File: src/rtl/uart_tx_arbiter_if.sv
// Byte-source/transmitter bundle around uart_tx_arbiter.
// The master modport is the arbiter's view; slave is the producers plus uart_tx.
interface uart_tx_arbiter_if #(
  parameter int num_req = 4
);
  localparam int id_width = (num_req <= 1) ? 1 : $clog2(num_req);

  logic [num_req-1:0]   req_valid;
  logic [8*num_req-1:0] req_data;
  logic [num_req-1:0]   req_last;
  logic [num_req-1:0]   req_ready;
  logic                 tx_valid;
  logic [7:0]           tx_data;
  logic                 tx_ready;
  logic                 grant_valid;
  logic [id_width-1:0]  grant_id;
  logic                 timeout_err;

  modport master (
    input  req_valid, req_data, req_last, tx_ready,
    output req_ready, tx_valid, tx_data, grant_valid, grant_id, timeout_err
  );

  modport slave (
    output req_valid, req_data, req_last, tx_ready,
    input  req_ready, tx_valid, tx_data, grant_valid, grant_id, timeout_err
  );
endinterface

File: src/rtl/uart_tx_arbiter.sv
// Round-robin arbiter sharing one uart_tx among num_req byte sources; a winner
// keeps the transmitter until its last byte or until it stalls past hold_timeout.
module uart_tx_arbiter #(
  parameter int num_req      = 4,
  parameter int hold_timeout = 1024
) (
  input  logic              clk,
  input  logic              rst,
  uart_tx_arbiter_if.master bus
);
  localparam int id_width  = (num_req <= 1) ? 1 : $clog2(num_req);
  localparam int tmo_width = $clog2(hold_timeout + 2);
  localparam int tmo_last  = (hold_timeout == 0) ? 0 : hold_timeout - 1;

  typedef enum logic [1:0] {ARB, SEND, HOLD} state_e;

  state_e                state_q, state_d;
  logic                  tx_valid_q, tx_valid_d;
  logic [7:0]            tx_data_q, tx_data_d;
  logic                  last_flag_q, last_flag_d;
  logic                  grant_valid_q, grant_valid_d;
  logic [id_width-1:0]   grant_id_q, grant_id_d;
  logic [id_width-1:0]   rr_ptr_q, rr_ptr_d;
  logic [tmo_width-1:0]  timer_q, timer_d;
  logic                  timeout_err_q, timeout_err_d;

  logic                  win_found;
  logic [id_width-1:0]   win_id;
  logic [id_width-1:0]   scan_id;
  int                    scan;
  logic [id_width-1:0]   sel_id;
  logic [num_req-1:0]    ready_vec;
  logic                  accept;
  logic [7:0]            sel_byte;

  function automatic logic [id_width-1:0] next_ptr(input logic [id_width-1:0] id);
    int n;
    n = int'(id) + 1;
    if (n >= num_req) n = 0;
    return id_width'(n);
  endfunction

  // Descending scan so the requester closest to rr_ptr overwrites the rest.
  always_comb begin
    win_found = 1'b0;
    win_id    = '0;
    scan      = 0;
    scan_id   = '0;
    for (int k = num_req - 1; k >= 0; k--) begin
      scan = int'(rr_ptr_q) + k;
      if (scan >= num_req) scan = scan - num_req;
      scan_id = id_width'(scan);
      if (bus.req_valid[scan_id]) begin
        win_found = 1'b1;
        win_id    = scan_id;
      end
    end
  end

  always_comb begin
    state_d       = state_q;
    tx_valid_d    = tx_valid_q;
    tx_data_d     = tx_data_q;
    last_flag_d   = last_flag_q;
    grant_valid_d = grant_valid_q;
    grant_id_d    = grant_id_q;
    rr_ptr_d      = rr_ptr_q;
    timer_d       = timer_q;
    timeout_err_d = 1'b0;
    ready_vec     = '0;

    sel_id   = (state_q == HOLD) ? grant_id_q : win_id;
    sel_byte = bus.req_data[{sel_id, 3'b000} +: 8];

    if (!rst && !tx_valid_q) begin
      if (state_q == ARB && win_found) ready_vec[win_id] = 1'b1;
      else if (state_q == HOLD)        ready_vec[grant_id_q] = 1'b1;
    end
    accept = |(ready_vec & bus.req_valid);

    unique case (state_q)
      ARB: begin
        if (accept) begin
          tx_data_d     = sel_byte;
          tx_valid_d    = 1'b1;
          last_flag_d   = bus.req_last[sel_id];
          grant_id_d    = win_id;
          grant_valid_d = 1'b1;
          state_d       = SEND;
        end
      end
      SEND: begin
        if (tx_valid_q && bus.tx_ready) begin
          tx_valid_d = 1'b0;
          timer_d    = '0;
          if (last_flag_q) begin
            grant_valid_d = 1'b0;
            rr_ptr_d      = next_ptr(grant_id_q);
            state_d       = ARB;
          end else begin
            state_d = HOLD;
          end
        end
      end
      HOLD: begin
        // A byte arriving in the expiry cycle beats the timeout.
        if (accept) begin
          tx_data_d   = sel_byte;
          tx_valid_d  = 1'b1;
          last_flag_d = bus.req_last[sel_id];
          timer_d     = '0;
          state_d     = SEND;
        end else if (hold_timeout != 0) begin
          if (timer_q == tmo_width'(tmo_last)) begin
            timeout_err_d = 1'b1;
            grant_valid_d = 1'b0;
            rr_ptr_d      = next_ptr(grant_id_q);
            state_d       = ARB;
          end else begin
            timer_d = timer_q + tmo_width'(1);
          end
        end
      end
      default: state_d = ARB;
    endcase
  end

  always_ff @(posedge clk) begin
    if (rst) begin
      state_q       <= ARB;
      tx_valid_q    <= 1'b0;
      tx_data_q     <= '0;
      last_flag_q   <= 1'b0;
      grant_valid_q <= 1'b0;
      grant_id_q    <= '0;
      rr_ptr_q      <= '0;
      timer_q       <= '0;
      timeout_err_q <= 1'b0;
    end else begin
      state_q       <= state_d;
      tx_valid_q    <= tx_valid_d;
      tx_data_q     <= tx_data_d;
      last_flag_q   <= last_flag_d;
      grant_valid_q <= grant_valid_d;
      grant_id_q    <= grant_id_d;
      rr_ptr_q      <= rr_ptr_d;
      timer_q       <= timer_d;
      timeout_err_q <= timeout_err_d;
    end
  end

  assign bus.req_ready   = ready_vec;
  assign bus.tx_valid    = tx_valid_q;
  assign bus.tx_data     = tx_data_q;
  assign bus.grant_valid = grant_valid_q;
  assign bus.grant_id    = grant_id_q;
  assign bus.timeout_err = timeout_err_q;
endmodule

File: src/flat_wrapper.sv
// flat-port wrapper written by rule: the top's interface ports become plain ports
module uart_tx_arbiter_flat 
#(
  parameter int num_req      = 4,
  parameter int hold_timeout = 1024
)
  (clk, rst, bus_req_valid, bus_req_data, bus_req_last, bus_tx_ready, bus_req_ready, bus_tx_valid, bus_tx_data, bus_grant_valid, bus_grant_id, bus_timeout_err);
  uart_tx_arbiter_if #(.num_req(num_req)) bus_i ();
  input  logic clk;
  input  logic rst;
  input wire logic [$bits(bus_i.req_valid)-1:0] bus_req_valid;
  input wire logic [$bits(bus_i.req_data)-1:0] bus_req_data;
  input wire logic [$bits(bus_i.req_last)-1:0] bus_req_last;
  input wire logic [$bits(bus_i.tx_ready)-1:0] bus_tx_ready;
  output wire logic [$bits(bus_i.req_ready)-1:0] bus_req_ready;
  output wire logic [$bits(bus_i.tx_valid)-1:0] bus_tx_valid;
  output wire logic [$bits(bus_i.tx_data)-1:0] bus_tx_data;
  output wire logic [$bits(bus_i.grant_valid)-1:0] bus_grant_valid;
  output wire logic [$bits(bus_i.grant_id)-1:0] bus_grant_id;
  output wire logic [$bits(bus_i.timeout_err)-1:0] bus_timeout_err;
  assign bus_i.req_valid = bus_req_valid;
  assign bus_i.req_data = bus_req_data;
  assign bus_i.req_last = bus_req_last;
  assign bus_i.tx_ready = bus_tx_ready;
  assign bus_req_ready = bus_i.req_ready;
  assign bus_tx_valid = bus_i.tx_valid;
  assign bus_tx_data = bus_i.tx_data;
  assign bus_grant_valid = bus_i.grant_valid;
  assign bus_grant_id = bus_i.grant_id;
  assign bus_timeout_err = bus_i.timeout_err;
  uart_tx_arbiter #(.num_req(num_req), .hold_timeout(hold_timeout)) u_core (.clk(clk), .rst(rst), .bus(bus_i));
endmodule
File: config.mk
export PLATFORM = sky130hd
export DESIGN_NAME = uart_tx_arbiter_flat
export DESIGN_NICKNAME = d
export VERILOG_FILES = /design/src/rtl/uart_tx_arbiter_if.sv /design/src/rtl/uart_tx_arbiter.sv /design/src/flat_wrapper.sv
export SDC_FILE = /design/constraint.sdc
export NUM_CORES = 1
export LEC_CHECK = 0
export CAP_MARGIN = 10
export CORE_UTILIZATION = 52
export DETAILED_ROUTE_END_ITERATION = 12
export HOLD_SLACK_MARGIN = 0.03
export PLACE_DENSITY = 0.87
export SYNTH_ARGS = -nofsm -noshare
export SYNTH_HDL_FRONTEND = slang
export SYNTH_SLANG_ARGS = --single-unit
File: constraint.sdc
create_clock -name clk -period 7.5 [get_ports clk]
set_input_delay 1.875 -clock clk [delete_from_list [all_inputs] [get_ports clk]]
set_output_delay 1.875 -clock clk [all_outputs]
set_load 0.05 [all_outputs]
==> flow_metrics.env, run 1 <==
export IMPL_status="complete, no violations"
export IMPL_drive_above_1_share_pct=10.7
export IMPL_hpwl_mm=3.97
export IMPL_finalWirelength_mm=5.36
export IMPL_gr_total_overflow=0
export IMPL_antenna_found_initial=0
export IMPL_first_pass_iters=4
export IMPL_synth_area_leaders="dfxtp_1 (27%), mux2i_1 (6.1%), mux2_2 (5.8%)"
export IMPL_synth_edf_count=0
export IMPL_clk_pin_slew_ns=0.06
export IMPL_seq_area_sq_um=581
export IMPL_root_buffer="clkbuf_8"
export IMPL_rsz0062_at_grt="false"
export IMPL_async_reset_ff_share_pct=0
export IMPL_start_util_pct=56.2
export IMPL_r2r_setup_slack_ns=4.33
export IMPL_synth_mux_area_share_pct=13.2
export IMPL_cpMostUsedCell="clkdlybuf4s50_1"
export IMPL_cts_tree="built"
export IMPL_max_slew_margin_pct=31.5
export IMPL_clk_path_buf_depth=2
export IMPL_fp_dieW_um=65.8
export IMPL_setup_ws_ns=1.27
export IMPL_synth_compound_area_share_pct=27.8
export IMPL_min_period_ns=6.23
export IMPL_hold_path_class="flip-flop to flip-flop"
export IMPL_synthCells=257
export IMPL_synth_cell_types=53
export IMPL_crit_chain="clkdlybuf4s50_1 > o41ai_2 > and3_1 > a41oi_2 > nor2_1 > clkdlybuf4s50_1"
export IMPL_synthXorXnorAreaFrac_pct=0.826
export IMPL_crit_path_end="bus_req_ready[3]"
export IMPL_setup_viol=0
export IMPL_fin_crit_sh_pct=83.1
export IMPL_fmax_mhz=160
export IMPL_fin_cells=357
export IMPL_io_buffer_count=59
export IMPL_synth_adder_area_share_pct=5.31
export IMPL_worst_pin_slew_ns=1.03
export IMPL_fp_dieArea_sq_mm=0.00434
export IMPL_skew_ns=0.00751
export IMPL_rows=22
export IMPL_vias_per_cell=5.90
export IMPL_cts_max_level=2
export IMPL_track_usage_pct=25.5
export IMPL_r2r_start="u_core.state_q[0]"
export IMPL_hold_buffers=0
export IMPL_final_nets=362
export IMPL_ys_ff_latch=29
export IMPL_post_place_ws_ns=1.31
export IMPL_multi_input_area_sq_mm=0.00142
export IMPL_crit_path_start="bus_req_valid[3]"
export IMPL_clock_sinks=29
export IMPL_num_io_pins=60
export IMPL_synth_top_cell_area_share_pct=27.4
export IMPL_slew_viol_final=0
export IMPL_leakage_nw=1.01
export IMPL_synth_seq_area_share_pct=27.4
export IMPL_worst_path_max_fanout=12
export IMPL_critPathKind="input port to primary output"
export IMPL_reg2reg_to="u_core.timer_q[6]"
export IMPL_crit_arrival_ns=4.36
export IMPL_ir_drop_uv=217
export IMPL_dr_first_iter_drc_count=166
export IMPL_grt_pass1_vias=1885
export IMPL_final_hold_viol_count=0
export IMPL_antenna_cells=0
export IMPL_cpPeakStageDelay_ns=0.81
export IMPL_final_setup_tns_ns=0
export IMPL_worst_setup_path_end_kind="primary output"
export IMPL_grt_max_degree=30
export IMPL_die_height_um=65.8
export IMPL_clk_insertion_delay_late_ns=0.29
export IMPL_startpoint_type="input port"
export IMPL_cts_resized=0
export IMPL_power_density_mw_per_mm2=286
export IMPL_syn_avg_cell_area_sq_um=8.25
export IMPL_synth_simple_area_share_pct=19.8
export IMPL_num_fill_cells=305
export IMPL_drc_errors=0
export IMPL_vias=2108
export IMPL_fp_coreArea_sq_mm=0.00377
export IMPL_synthesis_nets=309
export IMPL_post_cts_buffers=0
export IMPL_dp_cells=351
export IMPL_yosysWarnings=0
export IMPL_wl_per_cell_um=15.0
export IMPL_place_congestion=0.926
export IMPL_cts_buffers=5
export IMPL_yosys_area_top_type="dfxtp_1"
export IMPL_drv_cap=0
export IMPL_synth_area_sq_mm=0.00212
export IMPL_area_growth_pct=31.6
export IMPL_crit_required_ns=5.62
export IMPL_synth_ff_type="dfxtp_1"
export IMPL_synth_top_family_by_area="compound AO/OA/AOI/OAI gates"
export IMPL_antenna_left=0
export IMPL_worstRegToRegCells=9
export IMPL_grt_pass1_wl_mm=8.57
export IMPL_slowest_stage="clkdlybuf4s50_1"
==> power by group <==
group	switching, W	leakage [nW]	internal (W)
clock network	0.0000586	0.0399	0.0000608
logic	0.000274	0.736	0.000193
registers	0.0000295	0.236	0.000181
==> kinds of logic after synthesis <==
| family | count (synthesis) |
|---|---|
| AND/OR/NAND/NOR | 86 |
| AO/OA/AOI/OAI | 77 |
| flip-flops | 29 |
| buffers and inverters | 28 |
| multiplexers | 26 |
| adder cells (fa/ha/maj) | 9 |
| XOR/XNOR | 2 |
==> flip-flops by register name (all words and copies together), names as in the netlist <==
signal and flops:
u_core.timer_q 11, u_core.bus.grant_valid 1, u_core.bus.tx_valid 1, u_core.state_q 2
u_core.rr_ptr_q 2, u_core.bus.tx_data 8, u_core.last_flag_q 1, u_core.bus.timeout_err 1
u_core.bus.grant_id 2
==> routing by layer <==
layer  track usage (%)  wire length (um)  vias up
li1                  -                 -     1048
met4              7.61               104        0
met1              31.7              2380     1000
met5                 0                 0        -
met2              43.2              2650       48
met3              5.86               223       12
==> layout make-up <==
cell class	instances	share of cell area [%]
multi-input combinational	200	50.9
timing repair buffer	61	21.7
sequential	29	20.8
clock buffer	5	2.47
tap	48	2.15
inverter	13	1.75
clock inverter	1	0.179
==> placed cells by master (no fill, tap or decap), drive strengths merged, types with 2 or more instances in the layout <==
cell / synthesis / routed
dfxtp: 29 / 29
nand2b: 5 / 5
o22ai: 3 / 3
clkdlybuf4s50: 0 / 59
mux2i: 13 / 13
a22oi: 2 / 2
nor3: 6 / 6
nand3: 6 / 6
o21bai: 2 / 2
a211o: 10 / 10
o31ai: 2 / 2
nor2: 23 / 23
or2: 2 / 2
clkbuf: 8 / 5
a21o: 2 / 2
a22o: 2 / 2
xnor2: 2 / 2
nand2: 26 / 26
o21ai: 9 / 9
inv: 13 / 13
o221ai: 3 / 3
mux2: 13 / 13
a21oi: 21 / 21
a41oi: 3 / 3
a31oi: 6 / 6
and3: 2 / 2
or4: 3 / 3
nor2b: 6 / 6
o211ai: 3 / 3
ha: 9 / 9
buf: 7 / 2
or3b: 2 / 2
==> Yosys cell counts (3+ instances only) <==
cell,number
o221ai_1,3
dfxtp_1,29
nor3_1,6
buf_2,5
ha_1,9
nand2b_1,5
a21oi_1,21
o21ai_0,8
clkbuf_1,8
a31oi_1,6
nor2b_1,6
mux2i_1,13
mux2_2,11
nand2_1,25
nand3_1,6
inv_1,13
nor2_1,23
a211o_1,10
o22ai_1,3
o211ai_1,3
==> worst min-delay path by stage <==
stage,startpoint,to,slack [ns],cells past startpoint
3_3_place_gp,u_core.timer_q[10],u_core.timer_q[10],0.44,2
3_5_place_dp,u_core.timer_q[10],u_core.timer_q[10],0.45,2
5_1_grt,u_core.bus.tx_data[0],u_core.bus.tx_data[0],0.48,2
6_report,u_core.bus.tx_data[2],u_core.bus.tx_data[2],0.46,2
2_1_floorplan,u_core.timer_q[10],u_core.timer_q[10],0.43,2
4_1_cts,u_core.timer_q[10],u_core.timer_q[10],0.46,2
==> metrics by stage <==
stage / power [W] / hold WS [ns] / area [sq um] / util [%]
floorplan: 0.000555 / 0.427 / 2120 / -
global placement: 0.000667 / 0.439 / 2720 / 72.0
detailed placement: 0.000675 / 0.447 / 2720 / 72.0
CTS: 0.000795 / 0.460 / 2790 / 74.0
global route: 0.000847 / 0.480 / 2790 / 74.0
finish: 0.000797 / 0.456 / 2790 / 74.0
==> critical path, delay by kind of cell <==
family          cells  cell delay, ns
buf+inv             2            1.43
simple gates        2            0.38
compound gates      2            0.66
Note: power is estimated with default switching activity, not from simulation.
==> run 2, diff against run 1 <==
- CORE_UTILIZATION: 52 -> 48
- PLACE_DENSITY: 0.87 -> 0.81
- clock period: 7.5 -> 6.3 ns (I/O delays scaled with it)
==> flow_metrics.env, run 2 (synthesized netlist as in run 1, its figures left out) <==
export IMPL_dr_first_iter_drc_count=116
export IMPL_status="complete, no violations"
export IMPL_rows=23
export IMPL_num_io_pins=60
export IMPL_power_density_mw_per_mm2=345
export IMPL_track_usage_pct=23.3
export IMPL_first_pass_iters=4
export IMPL_p_seq_share_pct=25.8
export IMPL_place_congestion=0.833
export IMPL_drive_above_1_share_pct=11.3
export IMPL_dp_cells=353
export IMPL_cts_buffers=5
export IMPL_cts_resized=0
export IMPL_max_slew_margin_pct=32.3
export IMPL_clk_pin_slew_ns=0.06
export IMPL_min_period_ns=5.59
export IMPL_finalWirelength_mm=5.30
export IMPL_fmax_mhz=179
export IMPL_leakage_nw=1.03
export IMPL_startpoint_type="input port"
export IMPL_largest_register="u_core.timer_q"
export IMPL_wl_per_cell_um=14.7
export IMPL_critPathKind="input port to primary output"
export IMPL_hold_path_class="flip-flop to flip-flop"
export IMPL_num_fill_cells=355
export IMPL_root_buffer="clkbuf_8"
export IMPL_vias=2094
export IMPL_crit_required_ns=4.72
export IMPL_fin_util_pct=68.5
export IMPL_setup_viol=0
export IMPL_fp_dieArea_sq_mm=0.00469
export IMPL_fp_coreArea_sq_mm=0.00412
export IMPL_p_total_w=0.000972
export IMPL_io_buffer_count=59
export IMPL_post_place_ws_ns=0.716
export IMPL_grt_pass1_vias=1855
export IMPL_gr_total_overflow=0
export IMPL_fp_dieW_um=68.5
export IMPL_final_cell_mix="clkdlybuf4s50_1 (59), dfxtp_1 (29), nand2_1 (25), nor2_1 (23), a21oi_1 (21)"
export IMPL_final_hold_viol_count=0
export IMPL_crit_arrival_ns=4.02
export IMPL_cts_tree="built"
export IMPL_final_common_cell="clkdlybuf4s50_1"
export IMPL_clk_path_buf_depth=2
export IMPL_start_util_pct=51.5
export IMPL_worst_pin_slew_ns=1.02
export IMPL_p_clk_share_pct=17.2
export IMPL_final_nets=362
export IMPL_grt_pass1_wl_mm=8.21
export IMPL_grt_busiest_layer="met2"
export IMPL_die_height_um=68.5
export IMPL_skew_ns=0.00793
export IMPL_slew_viol_final=0
export IMPL_ir_drop_uv=193
export IMPL_swShare_pct=44.1
export IMPL_setup_ws_ns=0.708
export IMPL_clock_sinks=29
export IMPL_fin_cells=361
export IMPL_rsz0062_at_grt="false"
export IMPL_worst_path_max_fanout=11
export IMPL_p_int_w=0.000543
export IMPL_hold_buffers=0
export IMPL_antenna_cells=0
export IMPL_grt_use_met1_pct=27.7
export IMPL_cts_max_level=2
export IMPL_p_sw_w=0.000429
export IMPL_hpwl_mm=3.93
export IMPL_fin_crit_sh_pct=88.8
export IMPL_grt_max_degree=30
export IMPL_antenna_left=0
export IMPL_final_setup_tns_ns=0
export IMPL_grt_util_met2_pct=40.9
export IMPL_largest_register_ff_count=11
export IMPL_vias_per_cell=5.80
export IMPL_area_growth_pct=33.0
export IMPL_worst_setup_path_end_kind="primary output"
export IMPL_share_comb_of_total_power_pct=56.9
export IMPL_drc_errors=0
export IMPL_clk_insertion_delay_late_ns=0.28
export IMPL_drv_cap=0
export IMPL_post_cts_buffers=0
export IMPL_use_met3_pct=4.67
export IMPL_antenna_found_initial=0
-- run 2: cell count changes in the layout (fill, tap and decap cells not counted), sizes merged --
cell / previous run / this run
clkbuf: 5 / 7
-- run 2: final timing paths --
path                           end  slack [ns]                   from  cells past startpoint
max               bus_req_ready[0]        0.71       bus_req_valid[2]                      6
max reg2reg      u_core.timer_q[6]        3.17      u_core.state_q[0]                      9
min          u_core.bus.tx_data[6]        0.46  u_core.bus.tx_data[6]                      2
min reg2reg  u_core.bus.tx_data[6]        0.46  u_core.bus.tx_data[6]                      2
-- run 2: routing by layer --
metal  routed length (um)  up-vias
li1                     -     1051
met4                  106        0
met2                 2700       55
met5                    0        -
met3                  230       12
met1                 2260      976
-- run 2: per-stage QoR --
| stage | cell area, sq um | hold slack [ns] |
|---|---|---|
| 3_3_place_gp | 2720 | 0.436 |
| 5_1_grt | 2820 | 0.476 |
| 6_report | 2820 | 0.456 |
| 3_5_place_dp | 2720 | 0.448 |
| 4_1_cts | 2820 | 0.457 |
| 2_1_floorplan | 2120 | 0.427 |
-- run 2: power groups by stage --
stage / Sequential [W] / Combinational [W] / Clock, W
after floorplan: 0.000315 / 0.000345 / 0
after global placement: 0.000253 / 0.000540 / 0
after detailed placement: 0.000254 / 0.000550 / 0
after CTS: 0.000250 / 0.000552 / 0.000171
after global routing: 0.000257 / 0.000597 / 0.000181
final: 0.000251 / 0.000553 / 0.000167
-- run 2: layout make-up --
cell class | instances | area [sq um] | area share (%)
clock inverter | 1 | 5.00 | 0.178
timing repair buffer | 61 | 606 | 21.5
clock buffer | 7 | 96.3 | 3.42
sequential | 29 | 581 | 20.6
tap | 50 | 62.6 | 2.22
inverter | 13 | 48.8 | 1.73
multi-input combinational | 200 | 1420 | 50.4
-- run 2: critical path: stages --
cell and delay [ns]:
clkdlybuf4s50_1 0.60, o41ai_2 0.61, and2_1 0.21, nand2_1 0.06
a21oi_1 0.14, clkdlybuf4s50_1 0.81
==> variant (flow settings as in run 2) <==
`hold_timeout` is set to 1024 in 2 places; all go to 512.
--- a/src/rtl/uart_tx_arbiter.sv
+++ b/src/rtl/uart_tx_arbiter.sv
@@ -2,7 +2,7 @@
 // keeps the transmitter until its last byte or until it stalls past hold_timeout.
 module uart_tx_arbiter #(
   parameter int num_req      = 4,
-  parameter int hold_timeout = 1024
+  parameter int hold_timeout = 512
 ) (
   input  logic              clk,
   input  logic              rst,
--- a/src/flat_wrapper.sv
+++ b/src/flat_wrapper.sv
@@ -2,7 +2,7 @@
 module uart_tx_arbiter_flat 
 #(
   parameter int num_req      = 4,
-  parameter int hold_timeout = 1024
+  parameter int hold_timeout = 512
 )
   (clk, rst, bus_req_valid, bus_req_data, bus_req_last, bus_tx_ready, bus_req_ready, bus_tx_valid, bus_tx_data, bus_grant_valid, bus_grant_id, bus_timeout_err);
   uart_tx_arbiter_if #(.num_req(num_req)) bus_i ();
Formal check against the unedited RTL: same outputs for any inputs over 10 cycles, from zero or initial values and one cycle with rst high; that may be too few to reach the edited logic, so the function may still have changed.
==> variant against run 2 <==
  * Clock skew decreased by 0.0015 ns
  * Area after synthesis decreased by 1.2%
  * Combinational power increased by 9.8%
  * Total power decreased by 1.4%
  * Clock power decreased by 41%
  * Synthesized cell count decreased by 2.7%
  * Final area decreased by 3.5%
  * Sequential share of layout area about the same
  * Die area decreased by 1.2%
  * Critical path depth unchanged
  * Sequential cell count decreased by 1
  * Setup slack got worse by 0.024 ns
  * Cell count decreased by 3.6%
  * Highest routed layer unchanged
  * Wire length decreased by 5.1%
==> variant: results (changes against run 2) <==
- Status: finished clean (unchanged)
- Initial DRC count: 277 (was 116)
- Register bit count reported by yosys: 28 (was 29)
- Leak: 0.9645 nW (was 1.026 nW)
- Inverters: 9 (was 13)
- Vias per cell: 5.977 (was 5.801)
- Final wirelength: 5034 um (was 5304 um)
- Syn-to-layout area delta: 29.87% (was 33.00%)
- Register area: 560.5 um^2 (was 580.6 um^2)
- Clk network pwr share: 10.2% (was 17.2%)
- GP Congestion: 0.8632 (was 0.8330)
- Top cells by count, synth: nand2_1 (36), dfxtp_1 (28), nor2_1 (17) (was dfxtp_1 (29), nand2_1 (25), nor2_1 (23))
- Syn_nets: 302 (was 309)
- DR WL/cell: 14.47 um (was 14.69 um)
- Relative slew slack: 48.42% (was 32.28%)
- XOR/XNOR share of the synthesized area: 0% (was 0.8264%)
- Switching share of power: 48.29% (was 44.11%)
- GR Util All Layers: 23.18% (was 23.31%)
- Adder-Cell Fraction of Synth Area: 5.376% (was 5.313%)
- Reg-to-reg endpoint: u_core.rr_ptr_q[0]$_SDFFE_PP0P_ (was u_core.timer_q[6]$_SDFFE_PP0P_)
- Sequential area share after synthesis: 26.76% (was 27.39%)
- Peak VDD IR: 0.0001647 V (was 0.0001926 V)
- Ranking of synthesized cells by area: dfxtp_1 (27%), mux4_2 (9.7%), nand2_1 (6.5%) (was dfxtp_1 (27%), mux2i_1 (6.1%), mux2_2 (5.8%))
- Mux share of post-synthesis cell area: 13.44% (was 13.22%)
- Worst reg2reg path depth: 8 (was 9)
- Fill cells: 351 (was 355)
- Clock group: 0.0977 mW (was 0.167 mW)
- Seq/total area: 20.61% (was 20.59%)
- Non-Clock Buffer Area Fraction: 22.26% (was 21.48%)
- CTS HTree Levels: 1 (was 2)
- Final cycle utilization of the critical path: 89.14% (was 88.76%)
- Critical Path Start: bus_req_valid[1] (was bus_req_valid[2])
- Post-place instance area: 2679 um^2 (was 2718 um^2)
- Clock skew: 0.006399 ns (was 0.007926 ns)
- Compound-cell area share of the yosys netlist: 23.95% (was 27.80%)
- Clock transition at path regs: 0.09 ns (was 0.06 ns)
[variant: routing by layer]
metal / vias to the layer above / share of wire [%] / track usage [%] / wire [um]
li1: 1029 / - / - / -
met1: 963 / 45 / 31.76 / 2253
met3: 6 / 7.5 / 4.500 / 377
met4: 0 / 0.72 / 4.167 / 36
met5: - / 0 / 0 / 0
met2: 82 / 47 / 37.87 / 2367
[variant: critical path, cell delays in order]
cell and delay [ns]:
clkdlybuf4s50_1 0.65, o41ai_4 0.59, and3_1 0.24, a21oi_1 0.05, nor2_1 0.12, clkdlybuf4s50_1 0.82
[variant: kinds of logic after synthesis]
group           after synthesis
compound gates               69
fa+ha+maj                     9
buf+inv                      25
flops                        28
mux                          15
simple gates                104
[variant: worst min-delay path by stage]
| stage | from | to | slack [ns] | cells after the start |
|---|---|---|---|---|
| after floorplan | u_core.last_flag_q$_SDFFE_PP0P_ | u_core.last_flag_q$_SDFFE_PP0P_ | 0.44 | 2 |
| after global placement | u_core.last_flag_q$_SDFFE_PP0P_ | u_core.last_flag_q$_SDFFE_PP0P_ | 0.45 | 2 |
| after detailed placement | u_core.bus.tx_data[1]$_SDFFE_PP0P_ | u_core.bus.tx_data[1]$_SDFFE_PP0P_ | 0.46 | 2 |
| after CTS | u_core.bus.tx_data[5]$_SDFFE_PP0P_ | u_core.bus.tx_data[5]$_SDFFE_PP0P_ | 0.48 | 2 |
| after global routing | u_core.bus.tx_data[6]$_SDFFE_PP0P_ | u_core.bus.tx_data[6]$_SDFFE_PP0P_ | 0.49 | 2 |
| final | u_core.bus.tx_data[5]$_SDFFE_PP0P_ | u_core.bus.tx_data[5]$_SDFFE_PP0P_ | 0.47 | 2 |
